[config.mk]
export PLATFORM = sky130hd
export DESIGN_NAME = pc_sequencer
export DESIGN_NICKNAME = d
export VERILOG_FILES = /design/src/rtl/pc_sequencer.sv
export SDC_FILE = /design/constraint.sdc
export NUM_CORES = 1
export LEC_CHECK = 0
export ABC_AREA = 1
export CORE_UTILIZATION = 35
export CTS_BUF_LIST = sky130_fd_sc_hd__clkbuf_8
export DETAILED_ROUTE_END_ITERATION = 12
export PLACE_DENSITY_LB_ADDON = 0.25
export SYNTH_ARGS = -nofsm -noshare
export SYNTH_HDL_FRONTEND = slang
export SYNTH_SLANG_ARGS = --single-unit
export TNS_END_PERCENT = 30
[constraint.sdc]
create_clock -name Clk -period 7.7 [get_ports Clk]
set_input_delay 1.54 -clock Clk [delete_from_list [all_inputs] [get_ports Clk]]
set_output_delay 1.54 -clock Clk [all_outputs]
set_load 0.01 [all_outputs]
[src/rtl/pc_sequencer.sv]
// pc_sequencer: program-counter sequencer with a circular return-address stack.
//   Clk, Reset           : clock, synchronous active-high reset
//   PCWrite              : 1 = advance/redirect, 0 = hold
//   ExcValid/ExcVector   : exception redirect (ignores PCWrite)
//   Jump/JumpTarget/Call : jump, call (push PC+INCR), fallback return target
//   Return               : pop RAS into PC
//   BranchTaken/Target   : taken conditional branch
//   PCResult/PCNext      : registered PC and PC+INCR
//   RASCount             : valid RAS entries
//   RASMiss/MisalignErr  : one-cycle status pulses
module pc_sequencer #(
    parameter int               WIDTH        = 32,
    parameter logic [WIDTH-1:0] RESET_VECTOR = '0,
    parameter int               INCR         = 4,
    parameter int               RAS_DEPTH    = 4
) (
    input  logic                       Clk,
    input  logic                       Reset,
    input  logic                       PCWrite,
    input  logic                       ExcValid,
    input  logic [WIDTH-1:0]           ExcVector,
    input  logic                       Jump,
    input  logic [WIDTH-1:0]           JumpTarget,
    input  logic                       Call,
    input  logic                       Return,
    input  logic                       BranchTaken,
    input  logic [WIDTH-1:0]           BranchTarget,
    output logic [WIDTH-1:0]           PCResult,
    output logic [WIDTH-1:0]           PCNext,
    output logic [$clog2(RAS_DEPTH):0] RASCount,
    output logic                       RASMiss,
    output logic                       MisalignErr
);
    localparam int PW = $clog2(RAS_DEPTH);
    localparam int CW = PW + 1;
    localparam logic [WIDTH-1:0] INC  = WIDTH'(INCR);
    localparam logic [WIDTH-1:0] MASK = WIDTH'(INCR - 1);
    localparam logic [CW-1:0]    FULL = CW'(RAS_DEPTH);

    logic [WIDTH-1:0] pc_q, pc_d, tgt;
    logic [CW-1:0]    cnt_q, cnt_d;
    logic [PW-1:0]    top_q, top_d;
    logic             miss_q, miss_d, mis_q, mis_d;
    logic             live, pop, push, redirect;
    logic [WIDTH-1:0] ras_q [RAS_DEPTH];

    assign PCResult    = pc_q;
    assign PCNext      = pc_q + INC;
    assign RASCount    = cnt_q;
    assign RASMiss     = miss_q;
    assign MisalignErr = mis_q;

    // top_q is the next write slot; the top entry lives at top_q-1, so a push
    // at full depth naturally overwrites the oldest entry.
    always_comb begin
        live     = PCWrite && !ExcValid;
        pop      = live && Return && cnt_q != '0;
        miss_d   = live && Return && cnt_q == '0;
        push     = live && !Return && Jump && Call;
        redirect = ExcValid || (live && (Return || Jump || BranchTaken));
        tgt      = ExcValid ? ExcVector :
                   Return   ? (pop ? ras_q[top_q - PW'(1)] : JumpTarget) :
                   Jump     ? JumpTarget : BranchTarget;
        mis_d    = redirect && |(tgt & MASK);
        pc_d     = redirect ? (tgt & ~MASK) : live ? PCNext : pc_q;
        cnt_d    = ExcValid ? '0 : pop ? cnt_q - CW'(1) :
                   (push && cnt_q != FULL) ? cnt_q + CW'(1) : cnt_q;
        top_d    = ExcValid ? '0 : pop ? top_q - PW'(1) :
                   push ? top_q + PW'(1) : top_q;
    end

    always_ff @(posedge Clk) begin
        if (Reset) begin
            pc_q   <= RESET_VECTOR;
            cnt_q  <= '0;
            top_q  <= '0;
            miss_q <= 1'b0;
            mis_q  <= 1'b0;
        end else begin
            pc_q   <= pc_d;
            cnt_q  <= cnt_d;
            top_q  <= top_d;
            miss_q <= miss_d;
            mis_q  <= mis_d;
        end
    end

    always_ff @(posedge Clk) begin
        if (!Reset && push) ras_q[top_q] <= PCNext;
    end
endmodule

# Yosys cells after proc, flatten, opt, wreduce, memory -nomap -nowiden
# Memory sizes are Yosys's and may differ from the RTL's.
# Cells that the tools add are included.
[totals] wordCells=50 mem_bits_rw=128 n_memories=1 regBits=39
[op_classes] n_mux=12 eq_ne=1 addsub=5 reduce_logical=25
[mem_list] memory="ras_q" words=4 word_bits=32 read_ports=1 rd_clocked_by_memory_dff=0 write_ports=1 line_no="45" source="logic [WIDTH-1:0] ras_q [RAS_DEPTH];"
[op_table] op="2-to-1 mux 32 bit" count=6
[op_table] op="adder 32 x 3 -> 32 bit, second input constant" count=1
[op_table] op="logical AND 1 bit" count=11
[op_table] op="2-to-1 mux 3 bit" count=2
[op_table] op="nonzero test 2 bit" count=3
[op_table] op="OR reduction 2 bit" count=3
[op_table] op="2-to-1 mux 2 bit" count=2
[op_table] op="adder 3 x 1 -> 3 bit, second input constant" count=1
[op_table] op="zero test 1 bit" count=3
[op_table] op="zero test 3 bit" count=1
[op_table] op="logical OR 1 bit" count=3
[op_table] op="!= test 3 bit, second input constant" count=1
[op_table] op="nonzero test 3 bit" count=1
[op_table] op="subtractor 3 x 1 -> 3 bit, second input constant" count=1
[op_table] op="adder 2 x 1 -> 2 bit, second input constant" count=1
[op_table] op="2-to-1 mux 1 bit" count=2
[op_table] op="subtractor 2 x 1 -> 2 bit, second input constant" count=1

# Logic depth before layout (Yosys ltp)
# Gate-level depths: netlist of run 1.
[depth] depth_word=9 mapped_depth=16 depth_no_buf=12

# Worst setup path before layout of run 1
# Ideal clock, no wire load.
[synth_timing] path_kind="input-to-reg" startpoint="input port ExcValid" endpoint="memory ras_q[0][10] (enable)" t_arrival_ns=3.380 setup_time_ns=0.417 cell_stages=5 slack_ns=3.903 path_buffers=0 path_cell_list="inv_2 -> nand2_2 -> nor3_1 -> nand2_1 -> nor2_1"
[synth_between] elab_chain_len=8
[synth_lines] element="from (decl)" line_no="20" source="input logic ExcValid,"
[synth_lines] element="zero test 1 bit" line_no="56" source="live = PCWrite && !ExcValid;"
[synth_lines] element="logical AND 1 bit" line_no="56"
[synth_lines] element="logical AND 1 bit (3 in series)" line_no="59" source="push = live && !Return && Jump && Call;"
[synth_lines] element="logical AND 1 bit" line_no="89" source="if (!Reset && push) ras_q[top_q] <= PCNext;"
[synth_lines] element="2-to-1 mux 1 bit" line_no="89"
[synth_lines] element="2-to-1 mux 1 bit (not written as such)" line_no="89"
[synth_lines] element="to (decl)" line_no="45"
# Every way passes these cells.

# Worst setup path in the final report of run 1
[layout_timing] startpoint="register pc_q[12], in the netlist PCResult[12]" endpoint="output port PCNext[25]"
[layout_between] elab_chain_len=1
[layout_lines] element="from (decl)" line_no="40" source="logic [WIDTH-1:0] pc_q, pc_d, tgt;"
[layout_lines] element="from (signal assigned)" line_no="80" source="pc_q <= pc_d;"
[layout_lines] element="adder 32 x 3 -> 32 bit" line_no="48" source="assign PCNext = pc_q + INC;"
[layout_lines] element="to (decl)" line_no="29" source="output logic [WIDTH-1:0] PCNext,"
# Every way passes these cells.

==> summary.txt, run 1 <==
Timing
  • Final worst path period need: 4740 ps
  • Worst Skew: 10.3 ps
  • Slew margin rel.: 16.2%
  • FMAX: 0.211 GHz
  • Fin crit share: between 60 and 70%
  • Worst-Margin Slew: 1260 ps
  • Slew Viols, Final: 0
  • RSZ-0062 raised after global routing: false
  • Total negative slack: 0 ps
  • Final Hold Fails: 0
  • Final setup vio count: 0

Clocking
  • Sink Count: 157
  • TritonCTS clock tree: built
  • Resize count post-CTS: 0
  • CTS buffer count: 17
  • Skew-Pair Late Insertion Delay: about 470 ps
  • Bufs on Longest Clock Path: 2
  • Setup Fix Bufs, Post-CTS: 0
  • CTS Hold Buffers Added: 0
  • Root buffer cell: clkbuf_8
  • H-tree levels: 4
  • Clk pin slew, worst setup/hold paths: 80 ps

Power
  • Clock Power Share: about a third
  • Design Power: 1.88 mW
  • Part of the power in registers: roughly half
  • Pwr/cell area: 181 mW/mm2
  • P_int: 1.39 mW
  • VDD IR max: 0.0000965 V
  • Switch share: 26.1%
  • NetSw: 0.491 mW
  • Power share of the combinational group: 14.7%
  • Leak Pwr: 3.92 nW

Routing
  • DR vias: 7,527
  • Post-route ant nets: 0
  • Final wirelength: between 20 and 30 mm
  • Routed WL per cell: around 20 um
  • Pre-antenna DRT Iters: 5
  • Drt drc: 0
  • DRT iter0 DRCs: 870
  • Routed vias/inst: 5.30

Worst setup path
  • Critical path class: flop to output port
  • Worst-path fanout max: 6
  • Crit path largest cell delay: about 670 ps
  • CP Launch Type: flop
  • CP Capture Type: output port
  • Critical Path AT: around 3200 ps
  • Cell Chain, Critical Path: nand2_1 > nor2_1 > nand3_2 > inv_2 > nand2_1 > nor2_1 > xor2_1 > clkdlybuf4s50_1
  • CP max-delay cell: clkdlybuf4s50_1
  • Data required, critical path: around 6200 ps

GRT
  • Initial antenna violation count: 1
  • Largest net degree at the start of global routing: 72
  • Number of global-route vias before repair: about 6,900
  • Overflow after GRT: 0
  • Total GRT Usage: 24.8%
  • First-pass GRT wire length: 43.0 mm

Synth
  • Avg Inst Size Synth: 8.36 um2
  • Mapped Area: 0.00807 mm2
  • Ys async rst share: 0%
  • Yosys warns: 0
  • Ys flop type: edfxtp_1
  • Post-synthesis sequential area ratio: 53.8%
  • Post-Syn Instances: 966
  • Netlist cell types: 43
  • #FFs+latches synth: 157
  • Number of synthesized flops with an enable pin: 120

Floorplanning
  • Starting Density: between 30% and 40%
  • Die height: 154 um
  • Ports: 173
  • Die Span X: 154 um
  • Die ar.: 0.0237 mm2
  • Core Rows: 55
  • Core area: 0.0226 mm2

Status
  • Status: finished clean

Place
  • Port Buffers: 168
  • Final Wtd Congestion: 0.955
  • Detailed Place HPWL: 20.5 mm

Layout
  • Share of cells above drive strength 1: 6.51%
  • Area growth syn-to-layout: 29.0%
  • NumNets Final: 1,233
  • Fill cell count: roughly 2,200
  • Ant diodes: 0

Hold path
  • Hold WC Path Type: flop to flop

Job
  • Max Cap Viol: 0
==> power groups by stage <==
stage / Clock, mW / Combinational, mW / Sequential, mW
global route: 0.682 / 0.295 / 0.959
global placement: 0 / 0.274 / 0.976
floorplan: 0 / 0.109 / 0.971
detailed placement: 0 / 0.274 / 0.975
finish: 0.650 / 0.278 / 0.957
CTS: 0.651 / 0.275 / 0.956
==> cell usage after synthesis, types with 2 or more instances <==
master / n / area share [%]
inv_1: 64 / 3.0
nand4_1: 6 / 0.47
nand2_1: 260 / 12
nor2_4: 5 / 0.70
o221ai_1: 5 / 0.54
nor2_2: 3 / 0.23
nand3b_1: 4 / 0.37
clkbuf_1: 26 / 1.2
edfxtp_1: 120 / 45
nand2_2: 2 / 0.15
o22ai_1: 3 / 0.23
a21boi_1: 3 / 0.28
buf_2: 10 / 0.62
a211oi_1: 2 / 0.19
inv_2: 9 / 0.42
ha_1: 6 / 0.93
a21oi_1: 61 / 3.8
nand3_1: 65 / 4.0
xor2_1: 8 / 0.87
o21ai_0: 69 / 4.3
nor2_1: 134 / 6.2
nand3_2: 2 / 0.25
o211ai_1: 5 / 0.47
xnor2_1: 6 / 0.65
buf_4: 8 / 0.74
buf_6: 2 / 0.28
o21ai_1: 6 / 0.37
and2_1: 2 / 0.15
nor3_1: 9 / 0.56
a22oi_1: 5 / 0.47
a21boi_0: 2 / 0.19
dfxtp_1: 37 / 9.2
or2_2: 7 / 0.54
==> per-stage QoR <==
step	hold WS (ps)	util (%)	cell area, um2	setup WS (ps)	cells
after floorplan	499	-	8080	3900	969
after global placement	495	44.2	10000	3140	1389
after detailed placement	508	44.2	10000	3100	1389
after CTS	528	46.0	10400	2990	1421
after global routing	584	46.0	10400	2770	1421
final	521	46.0	10400	2960	1421
==> worst max-delay path: cells and delay by family, from the launching register on <==
| kind | cells | cell delay [ps] |
|---|---|---|
| simple gates | 5 | 730 |
| xor+xnor | 1 | 610 |
| flops | 1 | 610 |
| buf+inv | 2 | 770 |
==> routing by layer <==
layer | GRT usage (%) | wire, um
met5 | 0 | 8
met4 | 8.71 | 705
met3 | 4.54 | 2680
met2 | 37.5 | 12900
met1 | 35.6 | 12700
==> registers in the layout, summed over array words and instances (netlist names) <==
| name | flops |
|---|---|
| top_q | 2 |
| RASMiss | 1 |
| RASCount | 3 |
| MisalignErr | 1 |
| PCResult | 30 |
| ras_q | 120 |
==> placed cells by master, fill, tap and decap left out, drive strengths merged, types with 6 or more instances in the layout <==
cell | netlist | routed
nor3 | 9 | 9
dfxtp | 37 | 37
inv | 73 | 75
edfxtp | 120 | 120
nor2 | 142 | 142
o21ai | 75 | 75
buf | 20 | 13
xor2 | 8 | 8
xnor2 | 6 | 6
clkdlybuf4s50 | 0 | 168
nand3 | 67 | 67
nand4 | 6 | 6
ha | 6 | 6
or2 | 7 | 7
clkbuf | 26 | 19
a21oi | 61 | 61
nand2 | 262 | 262
clkinv | 1 | 8
==> final timing paths <==
check                     from            to  slack, ps  cells past startpoint
hold / removal     RASCount[0]   RASCount[0]        520                      1
hold reg to reg    RASCount[0]   RASCount[0]        520                      1
setup reg to reg      top_q[0]  PCResult[18]       4280                     11
setup / recovery  PCResult[12]    PCNext[25]       2960                      8
==> cells by family (layout without fill, tap and decap cells) <==
logic type | after synthesis | after routing | share of synthesized area [%]
AO/OA/AOI/OAI | 168 | 168 | 11.5
XOR/XNOR | 14 | 14 | 1.52
adder cells (fa/ha/maj) | 6 | 6 | 0.930
buffers and inverters | 120 | 287 | 6.29
flip-flops | 157 | 157 | 53.8
multiplexers | 1 | 1 | 0.124
other | 1 | 4 | 0.0465
AND/OR/NAND/NOR | 499 | 499 | 25.8
==> area by class of cell <==
cell class	instances	area [um2]	share of cell area, %
clock buffer	19	262	2.51
clock inverter	13	149	1.43
inverter	74	278	2.67
multi-input combinational	692	3240	31.1
sequential	157	4350	41.7
tap	285	357	3.43
timing repair buffer	181	1780	17.1
(Power assumes the default switching activity.)
==> inputs of run 2 (changes only) <==
==> constraint.sdc (replaced) <==
create_clock -name Clk -period 4.65 [get_ports Clk]
set_input_delay 0.93 -clock Clk [delete_from_list [all_inputs] [get_ports Clk]]
set_output_delay 0.93 -clock Clk [all_outputs]
set_load 0.01 [all_outputs]
==> run 2 against run 1 <==
First-iteration DRC count fell by 7.8%. Core utilization is 0.86 points higher. Register-to-register slack worse by 1900 ps. Clock skew about the same. Sequential cell count stayed put. Non-clock buffer count is 14 higher. Die area is the same. Largest cell class unchanged. Hold slack improved by 18 ps. Sequential share of layout area decreased by 0.76 points. Global-route usage increased by 0.23 points. Combinational power increased by 69%. Final cell count up 0.99%.
==> summary.txt, run 2 (synthesis results as in run 1) <==
Timing
  • Final Hold Fails: 0
  • Worst-Margin Slew: between 800 and 900 ps
  • Final setup vio count: 0
  • Slew Viols, Final: 0
  • Total negative slack: 0 ps
  • Final worst path period need: around 4000 ps
  • Final Worst Setup Slack: 687 ps
  • RSZ-0062 raised after global routing: false
  • Worst Skew: 10.2 ps
  • FMAX: 0.252 GHz
  • Hold slack: 539 ps
  • Fin crit share: 85.2%
  • Slew margin rel.: 45.6%

Clocking
  • Sink Count: 157
  • Skew-Pair Late Insertion Delay: 450 ps
  • Clk pin slew, worst setup/hold paths: around 80 ps
  • Root buffer cell: clkbuf_8
  • H-tree levels: 4
  • CTS Hold Buffers Added: 0
  • Setup Fix Bufs, Post-CTS: 0
  • CTS buffer count: 17
  • Resize count post-CTS: 0
  • Bufs on Longest Clock Path: 2
  • TritonCTS clock tree: built

Worst setup path
  • Critical path class: flop to output port
  • Data required, critical path: approximately 3700 ps
  • Critical Path AT: 3030 ps
  • Reg2Reg Setup Slack: 2380 ps
  • Worst-path fanout max: 6
  • Reg2reg start: top_q[0]
  • CP startpoint: PCResult[2]
  • CP Capture Type: output port
  • CP Launch Type: flop

Routing
  • Pre-antenna DRT Iters: 5
  • Routed WL per cell: 20.4 um
  • Post-route ant nets: 0
  • Drt drc: 0
  • Routed vias/inst: approximately 5.2
  • DRT iter0 DRCs: 802
  • Final wirelength: 29.3 mm
  • DR vias: 7,472

Hold path
  • Hold path startpoint: RASCount[0]
  • Hold WC Path Type: flop to flop

Layout
  • Share of cells above drive strength 1: approximately 7.7%
  • NumNets Final: 1,247
  • Most frequent cells in the layout: nand2_1 (260), clkdlybuf4s50_1 (168), nor2_1 (130), edfxtp_1 (120), o21ai_0 (69)
  • Most common cell after layout, fill and taps aside: nand2_1
  • Largest register FFs: 120
  • Biggest register: ras_q
  • Area growth syn-to-layout: 31.4%

Floorplanning
  • Core Rows: 55
  • Core area: 0.0226 mm2
  • Starting Density: 35.7%
  • Ports: between 150 and 200
  • Die Span X: 154 um
  • Die height: 154 um
  • Die ar.: 0.0237 mm2

GRT
  • Number of global-route vias before repair: 7,217
  • Overflow after GRT: 0
  • First-pass GRT wire length: 43.9 mm
  • Total GRT Usage: 25.1%
  • Initial antenna violation count: 1
  • Largest net degree at the start of global routing: 72

Power
  • Design Power: 3.30 mW
  • Leak Pwr: just over 4 nW
  • Pwr/cell area: 311 mW/mm2
  • VDD IR max: between 0.00015 and 0.0002 V

Place
  • Detailed Place HPWL: 21.5 mm
  • Port Buffers: ~170
  • Final Wtd Congestion: 0.915
  • Post-Place Setup Slack: 920 ps

Status
  • Status: finished clean

Job
  • Max Cap Viol: 0
## run 2: routing by layer
metal	global-route usage, %	vias to the layer above	wire, um
li1	-	3563	-
met1	35.1	3532	13000
met2	38.5	343	13200
met3	4.99	34	2430
met4	8.67	0	668
met5	0	-	0
## run 2: critical path, cell delays in order (launching register included)
cell and delay (ps):
dfxtp_1 480, ha_1 220, nand2_1 80, inv_1 100, nand2_1 140, nor2_4 190, nand2_1 110, xnor2_1 580
clkdlybuf4s50_1 680
## run 2: worst paths after layout
path                                     to  cells past startpoint
worst min register to register  RASCount[0]                      1
worst min-delay path            RASCount[0]                      1
worst max register to register  ras_q[1][7]                      5
worst max-delay path             PCNext[16]                      8
## run 2: per-stage QoR
| step | utilization, % | cells | area, um2 |
|---|---|---|---|
| floorplan | - | 969 | 8080 |
| global placement | 44.7 | 1403 | 10100 |
| detailed placement | 44.7 | 1403 | 10100 |
| CTS | 46.8 | 1434 | 10600 |
| global route | 46.8 | 1435 | 10600 |
| finish | 46.8 | 1435 | 10600 |
## run 2: where the power goes
group	switching, mW	leakage [nW]	internal (mW)
clock	0.509	0.244	0.738
sequential	0.0417	1.40	1.54
combinational	0.250	2.38	0.219
## run 2: layout make-up
class,count,area (um2)
Antenna cell,1,2.50
Timing Repair Buffer,195,1900
Inverter,74,278
Clock inverter,14,250
Tap cell,285,357
Sequential cell,157,4350
Fill cell,2177,12000
Multi-Input combinational cell,692,3240
Clock buffer,17,234
==> inputs of run 3 (changes only) <==
--- a/config.mk
+++ b/config.mk
@@ -13,4 +13,4 @@
 export SYNTH_ARGS = -nofsm -noshare
 export SYNTH_HDL_FRONTEND = slang
 export SYNTH_SLANG_ARGS = --single-unit
-export TNS_END_PERCENT = 30
+export TNS_END_PERCENT = 5
==> results of run 3 <==
Same layout as run 2: the final DEF is identical, and so are final timing and power.
==> variant 1: new RTL, settings of run 3 <==
Change the parameter `WIDTH` from 32 to 16.
--- a/src/rtl/pc_sequencer.sv
+++ b/src/rtl/pc_sequencer.sv
@@ -10,5 +10,5 @@
 //   RASMiss/MisalignErr  : one-cycle status pulses
 module pc_sequencer #(
-    parameter int               WIDTH        = 32,
+    parameter int               WIDTH        = 16,
     parameter logic [WIDTH-1:0] RESET_VECTOR = '0,
     parameter int               INCR         = 4,
Interface: changed (5 resized); port bits go from 173 to 93. The function was not compared with the original's and may differ.
==> variant 1 against run 3 <==
Setup slack better by 0.30 ns. Synthesized area down 49%. Clock skew up 0.0032 ns. Count of clock-buffer cells in the layout down 8. Cell count down 49%. Register-to-register slack worse by 0.62 ns. Total power down 55%. Cell area down 50%. Routed wire length down 61%. Sequential cell count down 80. Core utilization down 0.81 points. Critical path type unchanged. Largest cell class unchanged.
==> variant 1: results (changes against run 3) <==
finish:
  drive_gt1_frac: 0.0819  # was 0.0775
  final_nets: 643  # was 1247
setup_path:
  regToRegEndpoint: "PCResult[7]"  # was ras_q[1][7]
  worst-path-max-fanout: 7  # was 6
  reg2reg_depth: 11  # was 5
  worstPathArrival_ns: 2.73  # was 3.03 ns
place:
  portBuffers: 88  # was 168
  placed_area_sq_um: 5100  # was 10100 sq um
  dpl.hpwl_microns: 8480  # was 21500 microns
  finalWeightedCongestion: 0.870  # was 0.915
logic_synthesis:
  ys_seq_area_frac: 0.510  # was 0.538
  synth_commonest_cells: "nand2_1 (116), nor2_1 (84), edfxtp_1 (56)"  # was nand2_1 (260), nor2_1 (134), edfxtp_1 (120)
  synth.top_cells.by_area: "edfxtp_1 (41%), nand2_1 (11%), dfxtp_1 (10%)"  # was edfxtp_1 (45%), nand2_1 (12%), dfxtp_1 (9.2%)
  yosysUniqueCellTypes: 34  # was 43
routing:
  drt-total-wl_microns: 11400  # was 29300 microns
grt:
  grt_pass1_wl_microns: 18300  # was 43900 microns
  grt_max_degree: 34  # was 72
  antenna_found_initial: 0  # was 1
power_and_ir_drop:
  ir_worst_vdd_mv: 0.158  # was 0.169 mV
  power.switching_w: 0.000415  # was 0.000801 W
clock_network:
  cts_buffers: 9  # was 17
  h-tree-depth: 3  # was 4
sta:
  finalClockSkew_ns: 0.0134  # was 0.0102 ns
  timing.slew.headroom: 0.448  # was 0.456
outcome:
  status: "finished clean"  # unchanged
variant 1: cell count changes in the layout (fill, tap and decap cells not counted), sizes merged, moves of 28 or more:
| cell | before | now |
|---|---|---|
| nand2 | 262 | 118 |
| inv | 75 | 43 |
| edfxtp | 120 | 56 |
| a21oi | 61 | 31 |
| nor2 | 142 | 95 |
| o21ai | 75 | 47 |
| clkdlybuf4s50 | 168 | 88 |
| nand3 | 67 | 34 |
variant 1: how the worst max path moves through the flow:
stage | startpoint | end | slack, ns | cells after the start
2_1_floorplan | ExcValid | ras_q[0][10] | 2.17 | 5
3_3_place_gp | ExcValid | RASCount[2] | 1.18 | 13
3_5_place_dp | ExcValid | RASCount[2] | 1.09 | 13
4_1_cts | PCResult[2] | PCNext[7] | 0.95 | 4
5_1_grt | PCResult[2] | PCNext[7] | 0.86 | 4
6_report | PCResult[2] | PCNext[7] | 0.99 | 4
variant 1: per-stage QoR:
step / cells / setup WS (ns) / total power [W] / hold slack [ns]
6_report: 729 / 0.986 / 0.00149 / 0.517
5_1_grt: 729 / 0.864 / 0.00156 / 0.544
4_1_cts: 729 / 0.951 / 0.00150 / 0.519
3_5_place_dp: 713 / 1.09 / 0.00103 / 0.498
3_3_place_gp: 713 / 1.18 / 0.00103 / 0.501
2_1_floorplan: 498 / 2.17 / 0.000899 / 0.499
variant 1: critical path, cell delays in order (launching register included):
cell	delay, ns
dfxtp_1	0.45
inv_1	0.23
nor3_2	0.39
xor2_1	0.64
clkdlybuf4s50_1	0.67
variant 1: per-layer routing:
metal  wire (microns)  up-vias  part of all wire  GRT usage
li1                 -     1800                 -          -
met5                0        -                 0          0
met4              112        0            0.0098     0.0631
met3              597       10             0.052     0.0390
met2             5280      120              0.46      0.293
met1             5430     1700              0.48      0.271
variant 1: cells by family (layout without fill, tap and decap cells):
group,after synthesis,count (layout),synth area share
simple gates,256,256,0.272
compound gates,84,84,0.107
flops,77,77,0.510
buf+inv,62,150,0.0717
xor+xnor,9,9,0.0191
fa+ha+maj,6,6,0.0182
other cells,1,4,0.000910
variant 1: final cells by class:
cell class,instances,area (sq um),area share
Timing Repair Buffer,95,933,0.177
Tap cell,143,179,0.0339
Inverter,39,151,0.0287
Clock buffer,9,124,0.0235
Clock inverter,7,55.1,0.0104
Multi-Input combinational cell,359,1730,0.328
Sequential cell,77,2100,0.398
variant 1: power by group through the flow:
stage                     sequential [W]  clock [W]  combinational (W)
final                           0.000772   0.000470           0.000248
after global routing            0.000774   0.000514           0.000270
after CTS                       0.000772   0.000481           0.000249
after detailed placement        0.000787          0           0.000247
after global placement          0.000788          0           0.000245
after floorplan                 0.000789          0           0.000110
==> variant 2: new RTL, config.mk and constraints of run 3 <==
Without the edit above. Make the reset (`Reset`) asynchronous in one clocked block. Comments in the files are not updated.
--- a/src/rtl/pc_sequencer.sv
+++ b/src/rtl/pc_sequencer.sv
@@ -70,5 +70,5 @@
     end
 
-    always_ff @(posedge Clk) begin
+    always_ff @(posedge Clk or posedge Reset) begin
         if (Reset) begin
             pc_q   <= RESET_VECTOR;
Check against the original RTL: differs if Reset is asserted again (counterexample within 4 cycles, from zero or initial values and one cycle with Reset high); with Reset held inactive, the same outputs for 4 cycles.
==> variant 2 against run 3 <==
Cell count grew 11%. Total power grew 8.5%. Cell area grew 4.3%. Routed wire length shrank 2.8%. Sequential cell count is the same. Clock power shrank 24%. Sequential power grew 7%. Critical path depth shrank 2. Synthesized area grew 8.4%. Setup slack gained 0.22 ns. Critical path type unchanged. Largest cell class unchanged. Largest power group unchanged.
==> variant 2: results (changes against run 3) <==
sta:
  timing.fmax_mhz: 267  # was 252 MHz
  finalClockSkew_ns: 0.0134  # was 0.0102 ns
  timing.hold.ws_ns: 0.572  # was 0.539 ns
  worstMarginPinSlew_ns: 0.736  # was 0.810 ns
grt:
  antenna_found_initial: 0  # was 1
  grt_util_all_layers: 0.227  # was 0.251
  grt_max_degree: 64  # was 72
  grt_pass1_wl_microns: 43700  # was 43900 microns
  grt_pass1_vias: 7327  # was 7217
routing:
  drtIter0Drc: 731  # was 802
  vias_per_cell: 4.91  # was 5.21
  drt-total-wl_microns: 28500  # was 29300 microns
  wire_per_inst_microns: 17.8  # was 20.4 microns
logic_synthesis:
  yosysUniqueCellTypes: 36  # was 43
  synthAdderAreaFrac: 0.00858  # was 0.00930
  synth_commonest_cells: "nand2_1 (398), nor2_1 (184), edfxtp_1 (120)"  # was nand2_1 (260), nor2_1 (134), edfxtp_1 (120)
  ys_seq_area_frac: 0.518  # was 0.538
  synth_compound_area_frac: 0.0471  # was 0.115
  netlist_instances: 1103  # was 966
  synth.top_cells.by_area: "edfxtp_1 (41%), nand2_1 (17%), dfrtp_1 (11%)"  # was edfxtp_1 (45%), nand2_1 (12%), dfxtp_1 (9.2%)
  synth-xor-area-share: 0.0185  # was 0.0152
  synth_edf_count: 120  # unchanged
  synth_mux_area_frac: 0  # was 0.00124
  async_flop_share: 0.236  # was 0
finish:
  drive_gt1_frac: 0.0724  # was 0.0775
  fillers: 2419  # was 2177
  num_antenna_cells: 0  # was 1
hold_path:
  min_from: "RASCount[0]"  # unchanged
setup_path:
  regToRegStartpoint: "top_q[1]"  # was top_q[0]
  crit_start: "PCResult[2]"  # unchanged
  r2r_setup_slack_ns: 2.10  # was 2.38 ns
  cpLargestDelayFamily: "buffers and inverters"  # unchanged
  worstPathArrival_ns: 2.81  # was 3.03 ns
clock_network:
  clk-insertion-delay-late_ns: 0.45  # about the same
  cts_resized: 0  # unchanged
place:
  post-place-ws_ns: 0.906  # was 0.920 ns
  finalWeightedCongestion: 0.884  # was 0.915
  dpl.hpwl_microns: 20700  # was 21500 microns
  place_inst: 1563  # was 1403
power_and_ir_drop:
  ir_worst_vdd_mv: 0.149  # was 0.169 mV
  p_leak_nw: 4.57  # was 4.02 nW
outcome:
  status: "finished clean"  # unchanged
-- variant 2: cell types whose count changed after synthesis, moves of 22 or more --
cell,delta
nor2_1,+50
nand3_1,+25
a21oi_1,-35
nand2_1,+138
dfrtp_1,+37
o21ai_0,-22
dfxtp_1,-37
-- variant 2: power by group --
part	switching, W	internal [W]	total (W)
clock	0.000562	0.000387	0.000949
sequential	0.0000915	0.00160	0.00169
combinational	0.000543	0.000391	0.000934
total	0.00120	0.00238	0.00358
-- variant 2: metal layers --
metal,track usage,vias up,share of wire
met5,0,-,0
met2,0.339,328,0.44
li1,-,3826,-
met3,0.0426,26,0.073
met4,0.0632,0,0.017
met1,0.332,3653,0.47
-- variant 2: cell families (layout without fill, tap and decap cells) --
group	Yosys count	count (layout)
AND/OR/NAND/NOR	715	715
AO/OA/AOI/OAI	80	80
XOR/XNOR	15	15
flip-flops	157	157
other	1	4
buffers and inverters	129	294
adder cells (fa/ha/maj)	6	6
-- variant 2: final timing paths --
kind,end,cells past startpoint
min in group asynchronous,PCResult[9],3
worst min register to register,RASCount[0],1
max in group asynchronous,PCResult[23],3
worst min-delay path,RASCount[0],1
worst max register to register,PCResult[25],12
worst max-delay path,PCNext[12],6
-- variant 2: area by class of cell --
cell class              count  area (sq um)  share of cell area
multi-input cells         820          3650               0.331
flip-flops and latches    157          4530               0.410
clock buffers              17           234              0.0212
repair buffers            185          1820               0.165
inverters                  77           289              0.0261
well taps                 324           405              0.0367
clock inverters            15           124              0.0112
-- variant 2: metrics by stage --
| step | utilization | cell area, sq um |
|---|---|---|
| floorplan | - | 8760 |
| global placement | 0.439 | 10700 |
| detailed placement | 0.439 | 10700 |
| CTS | 0.453 | 11100 |
| global route | 0.453 | 11100 |
| finish | 0.453 | 11100 |
